--- config.mk ---
export PLATFORM = sky130hd
export DESIGN_NAME = pc_fetch_driver
export DESIGN_NICKNAME = d
export VERILOG_FILES = /design/src/rtl/pc_fetch_driver.sv
export SDC_FILE = /design/constraint.sdc
export NUM_CORES = 1
export LEC_CHECK = 0
export ABC_CLOCK_PERIOD_IN_PS = 2350
export CAP_MARGIN = 20
export CORE_ASPECT_RATIO = 2
export CORE_UTILIZATION = 25
export CTS_CLUSTER_SIZE = 14
export DETAILED_ROUTE_END_ITERATION = 6
export HOLD_SLACK_MARGIN = 0.05
export RECOVER_POWER = 100
export SYNTH_ARGS = -nofsm -noshare
export SYNTH_HDL_FRONTEND = slang
export SYNTH_SLANG_ARGS = --single-unit
--- constraint.sdc ---
create_clock -name CLK -period 2.35 [get_ports CLK]
set_input_delay 0.5875 -clock CLK [delete_from_list [all_inputs] [get_ports CLK]]
set_output_delay 0.5875 -clock CLK [all_outputs]
set_load 0.01 [all_outputs]
--- src/rtl/pc_fetch_driver.sv ---
// Fetch-side writer for the program counter: picks the next PC and its write enable,
// buffers redirects the PC cannot take yet, tracks icache miss and halt state, and counts activity.
module pc_fetch_driver #(
   parameter int WORD_W = 32,
   parameter int PC_INC = 4,
   parameter int CNT_W  = 16
) (
   input  logic              CLK,
   input  logic              nRST,
   input  logic [WORD_W-1:0] pc_out,
   input  logic              ihit,
   input  logic              stall,
   input  logic              redirect_valid,
   input  logic [WORD_W-1:0] redirect_target,
   input  logic              halt,
   output logic [WORD_W-1:0] pc_in,
   output logic              pc_WEN,
   output logic              iREN,
   output logic              redirect_pend,
   output logic              halted,
   output logic              align_err,
   output logic [CNT_W-1:0]  fetch_cnt,
   output logic [CNT_W-1:0]  miss_cnt
);

   typedef enum logic [1:0] {RUN, MISS, HALTED} state_t;

   localparam logic [WORD_W-1:0] INC = WORD_W'(PC_INC);

   state_t            state_reg, state_next;
   logic              pend_valid_reg, pend_valid_next;
   logic [WORD_W-1:0] pend_target_reg, pend_target_next;
   logic              align_err_reg, align_err_next;
   logic [CNT_W-1:0]  fetch_cnt_reg, miss_cnt_reg;

   logic              active;
   logic              advance;
   logic              halt_take;
   logic [WORD_W-1:0] redirect_aligned;

   assign redirect_aligned = {redirect_target[WORD_W-1:2], 2'b00};
   assign active           = (state_reg != HALTED);
   // Gating with nRST keeps the PC and icache quiet while reset is held.
   assign advance          = nRST & active & ihit & ~stall & ~halt;
   assign halt_take        = active & ihit & ~stall & halt;

   assign pc_WEN        = advance;
   assign iREN          = nRST & active;
   assign redirect_pend = pend_valid_reg;
   assign halted        = (state_reg == HALTED);
   assign align_err     = align_err_reg;
   assign fetch_cnt     = fetch_cnt_reg;
   assign miss_cnt      = miss_cnt_reg;

   always_comb begin
      pc_in = pc_out + INC;
      if (redirect_valid)
         pc_in = redirect_aligned;
      else if (pend_valid_reg)
         pc_in = pend_target_reg;
   end

   always_comb begin
      state_next       = state_reg;
      pend_valid_next  = pend_valid_reg;
      pend_target_next = pend_target_reg;
      align_err_next   = align_err_reg;
      if (active) begin
         if (redirect_valid && (redirect_target[1:0] != 2'b00))
            align_err_next = 1'b1;
         if (halt_take) begin
            state_next      = HALTED;
            pend_valid_next = 1'b0;
         end else begin
            state_next = ihit ? RUN : MISS;
            // A redirect that cannot be taken now is held; the newest one wins.
            if (redirect_valid && !advance) begin
               pend_valid_next  = 1'b1;
               pend_target_next = redirect_aligned;
            end else if (advance) begin
               pend_valid_next = 1'b0;
            end
         end
      end
   end

   always_ff @(posedge CLK or negedge nRST) begin
      if (!nRST) begin
         state_reg       <= RUN;
         pend_valid_reg  <= 1'b0;
         pend_target_reg <= '0;
         align_err_reg   <= 1'b0;
         fetch_cnt_reg   <= '0;
         miss_cnt_reg    <= '0;
      end else begin
         state_reg       <= state_next;
         pend_valid_reg  <= pend_valid_next;
         pend_target_reg <= pend_target_next;
         align_err_reg   <= align_err_next;
         if (advance && (fetch_cnt_reg != '1))
            fetch_cnt_reg <= fetch_cnt_reg + 1'b1;
         if ((state_reg == MISS) && (miss_cnt_reg != '1))
            miss_cnt_reg <= miss_cnt_reg + 1'b1;
      end
   end

endmodule
# Word-level counts from Yosys, hierarchy flattened
# Index checks and enable logic that the tools add are counted.
dict set report totals {
  ff_bits 66
  out_inout_bits 69
  elab_cells 41
}
dict set report op_classes {
  n_addsub 3
  n_eq_ne 5
  mux 7
  bitwise_logic 10
  reduce_logical 10
}
# op n
set op_table {}
lappend op_table {{$mux 32} 2}
lappend op_table {{$add 16x1->16 const B} 2}
lappend op_table {{$add 32x3->32 const B} 1}
lappend op_table {{$ne 16x16->1 const B} 2}
lappend op_table {{$and 1x1->1} 7}
lappend op_table {{$logic_and 1x1->1} 4}
lappend op_table {{$mux 1} 4}
lappend op_table {{$reduce_and 2->1} 2}
lappend op_table {{$not 1->1} 3}
lappend op_table {{$reduce_and 3->1} 1}
lappend op_table {{$reduce_bool 3->1} 1}
lappend op_table {{$eq 2x1->1 const B} 1}
lappend op_table {{$eq 2x2->1 const B} 1}
lappend op_table {{$mux 2} 1}
lappend op_table {{$ne 2x2->1 const B} 1}
lappend op_table {{$reduce_bool 2->1} 1}
lappend op_table {{$logic_not 1->1} 1}

# Depth between registers and ports, before layout
dict set report logic_depth {
  ltp_word 9
  mapped_depth 7
  mapped_depth_nobuf 6
}

# Worst setup path after synthesis
# OpenSTA, ideal clock, no wires.
dict set report synth_timing {
  path_kind {input port to output port}
  startpoint {input port pc_out[11]}
  endpoint {output port pc_in[25]}
  arrival_time_ns 1.818
  path_slack_ns -0.055
  cell_stages 5
  n_path_buf 0
  cell_sequence {nand3_1 -> or4_4 -> nor4_2 -> xnor2_1 -> o21ai_1}
}
dict set report synth_via {
  elab_chain_len 3
}
# item line_no
set synth_rtl {}
lappend synth_rtl {{from (decl)} 10} ;# input logic [WORD_W-1:0] pc_out,
lappend synth_rtl {{$add 32x3->32} 56} ;# pc_in = pc_out + INC;
lappend synth_rtl {{$mux 32} 59} ;# else if (pend_valid_reg)
lappend synth_rtl {{$mux 32} 57} ;# if (redirect_valid)
lappend synth_rtl {{to (decl)} 16} ;# output logic [WORD_W-1:0] pc_in,
# Every way passes these cells.

# Worst setup path after layout
dict set report layout_timing {
  startpoint {input port pc_out[17]}
  endpoint {output port pc_in[27]}
}
# The elaborated chain is that of the path after synthesis.

==> results.toml <==
[timing]
timing.hold.ws_ns = 0.456
report.final.setup_viol = 25
drv_slew = 0
min_period_over_period_pct = 114
timing.final.ws_setup_ns = -0.328
fin_skew_ns = 0.0121
rsz0062_at_grt = "yes"
period_minus_slack_ns = 2.68
relSlewSlack_pct = 35.4
worst_pin_slew_ns = 0.968
clock.fmax_mhz = 373
hold_viol = 0

[route]
firstDrtPassIters = 4
drc_errors = 0
drt-total-wl_mm = 14.1
route.vias.total = 4143
post_drt_wl_per_cell_um = 16.6
drt.antenna.violating_nets = 0
drt_iter0_markers = 130
viasPerCell = 4.90

[final_layout]
fill_cells = 1480
area_growth_pct = 71.9
diodes = 0
fin_nets = 715
fin_area_sq_mm = 0.00684
largest_reg_flops = 30
multiInputGateArea_sq_mm = 0.00258
drive_gt1_share_pct = 39.4
seq_area_sq_mm = 0.00165

[worst_setup_path]
crit_path_start_kind = "input port"
cpLargestDelayFamily = "simple AND/OR/NAND/NOR gates"
crit_required_ns = 1.76
critical-path-max-stage-delay_ns = 0.33
crit_arrival_ns = 2.09
crit_type = "input port to output port"
endpoint_kind = "output port"
worst-path-max-fanout = 3
cp_num_buf_inv = 5
crit_path_top_delay_cell = "or3_4"
cpMostUsedCell = "buf_6"
crit_chain = "buf_8, nand4_1, buf_6, nor3_4, buf_6, buf_6, nand3_2, and4b_1, or3_4, buf_6"

[synthesis]
netlist_area_sq_mm = 0.00398
synth.area.top_cells = "dfrtp_1, mux2_2, xnor2_1"
synth_area_per_cell_sq_um = 9.63
synth-seq-cells = 66
synthesis.nets = 486
synth_ff_type = "dfrtp_1"
synth_top_cell_by_area = "dfrtp_1"
synth_cell_types = 51
synth_enable_flop_cells = 0
ys_seq_area_share_pct = 41.5
yosysWarnings = 0
yosys.area.top_type_share_pct = 41.5
synthArstFlopShare_pct = 100
netlist_instances = 413

[cts]
cts_buffer_depth = 2
cts_buffers = 9
clk_latency_ns = 0.34
cts.clk_slew.worst_paths_ns = 0.06
cts_tree = "yes"
cts_hold_buf = 0
cts_sinks = 66
h-tree-depth = 3
clockRootBuffer = "clkbuf_16"

[status]
failed_checks = "setup timing"
outcome = "finished with violations"

[grt]
first_global_vias = 4341
grt_overflow_total = 0
grt_usage_pct = 17.3
grt_pass1_wl_mm = 22.2
grt_start_max_net_pins = 36
antenna_found_initial = 0

[floorplan]
die_area_sq_mm = 0.0164
io_pins = 139
dieHeight_um = 180
start_util_pct = 25.7
die_w_um = 91.2
core-area_sq_mm = 0.0155
rows = 64

[place]
pre_cts_ws_ns = -1.17
place_congestion = 0.852
placed_area_sq_mm = 0.00614
post-dp-hpwl_mm = 10.5
portBuffers = 138

[flow_run]
drv_cap = 0

[power]
p_leak_nw = 3.01
ir_worst_vdd_uv = 315
powerDensity_mw_per_mm2 = 577

[min_path]
hp-class = "input port to asynchronous set/reset pin"
==> repair_timing <==
item                       in CTS  in global routing
setup buffers                  16                  8
pin swaps                      49                 42
resized for setup             315                 58
setup endpoints to repair      35                 33
==> layout by cell type, fill, tap and decap left out, types with 5 or more instances in the layout <==
master           netlist  routed
xor2_1                22      19
clkdlybuf4s50_1        0      35
a21oi_1               14       9
nor3_4                 0       5
buf_8                  0       5
buf_4                  0      60
clkbuf_2               0       7
o21ai_1                2      18
nand3_2                1       7
nor3_1                12       6
and3_1                10       7
inv_1                 10       8
o22ai_1                5       5
clkdlybuf4s15_1        0       6
dfrtp_1               66      66
nand3_1               26      16
clkbuf_1              11       9
dlygate4sd3_1          0      34
buf_6                  1      37
xnor2_2                0       6
o21ai_0               23       7
nand2_1               37      34
a22oi_1               13      13
xnor2_1               23      17
clkbuf_16              0       9
mux2_2                36      35
nor2_1                22      16
dlygate4sd2_1          0       6
buf_2                  0      26
nand4_1               19      19
==> cell type report <==
cell class                 count  area share (%)
timing repair buffer         232            29.7
clock buffer                   9            3.29
inverter                      10           0.586
tap                          198            3.62
sequential                    66            24.2
multi-input combinational    323            37.8
clock inverter                 7           0.787
==> per-layer routing <==
metal | track usage, % | wire (um) | vias to the layer above
met5 | 0 | 0 | -
met4 | 8.13 | 537 | 0
met3 | 2.70 | 399 | 26
met2 | 32.9 | 7920 | 113
met1 | 18.0 | 5200 | 2042
li1 | - | - | 1962
==> cells in the mapped netlist, types with 11 or more instances <==
library cell	count
a21oi_1	14
a22oi_1	13
clkbuf_1	11
dfrtp_1	66
mux2_2	36
nand2_1	37
nand3_1	26
nand4_1	19
nor2_1	22
nor3_1	12
o21ai_0	23
xnor2_1	23
xor2_1	22
==> worst paths after layout <==
path,cells past startpoint,from,slack (ns),endpoint
max,10,pc_out[17],-0.33,pc_in[27]
min,2,nRST,0.46,pend_target_reg[6]
max reg2reg,6,fetch_cnt[0],0.17,fetch_cnt[1]
min reg2reg,1,align_err,0.47,align_err
max in group asynchronous,3,nRST,0.58,pend_target_reg[20]
min in group CLK,1,align_err,0.47,align_err
==> report_power, final <==
part	leakage [nW]	switching, mW	internal, mW	total (mW)
combinational	2.06	0.552	0.648	1.20
clock	0.128	0.540	0.721	1.26
sequential	0.826	0.166	1.32	1.48
==> stage by stage <==
step / util, % / TNS, ns / total power, mW / instances
2_1_floorplan: - / -0.130 / 2.00 / 413
3_3_place_gp: 39.7 / -37.51 / 2.72 / 807
3_5_place_dp: 39.7 / -37.67 / 2.75 / 807
4_1_cts: 43.3 / -4.24 / 4.01 / 839
5_1_grt: 44.2 / -6.41 / 4.16 / 845
6_report: 44.2 / -3.77 / 3.94 / 845
==> logic make-up (layout without fill, tap and decap cells) <==
group                    after synthesis  count (layout)  share of synthesized area, %
AND/OR/NAND/NOR                      168             168                          23.6
flip-flops                            66              66                          41.5
AO/OA/AOI/OAI                         65              65                          9.79
XOR/XNOR                              45              45                          9.91
multiplexers                          42              42                          11.8
buffers and inverters                 24             258                          2.45
adder cells (fa/ha/maj)                3               3                         0.944
(Power assumes the default switching activity.)
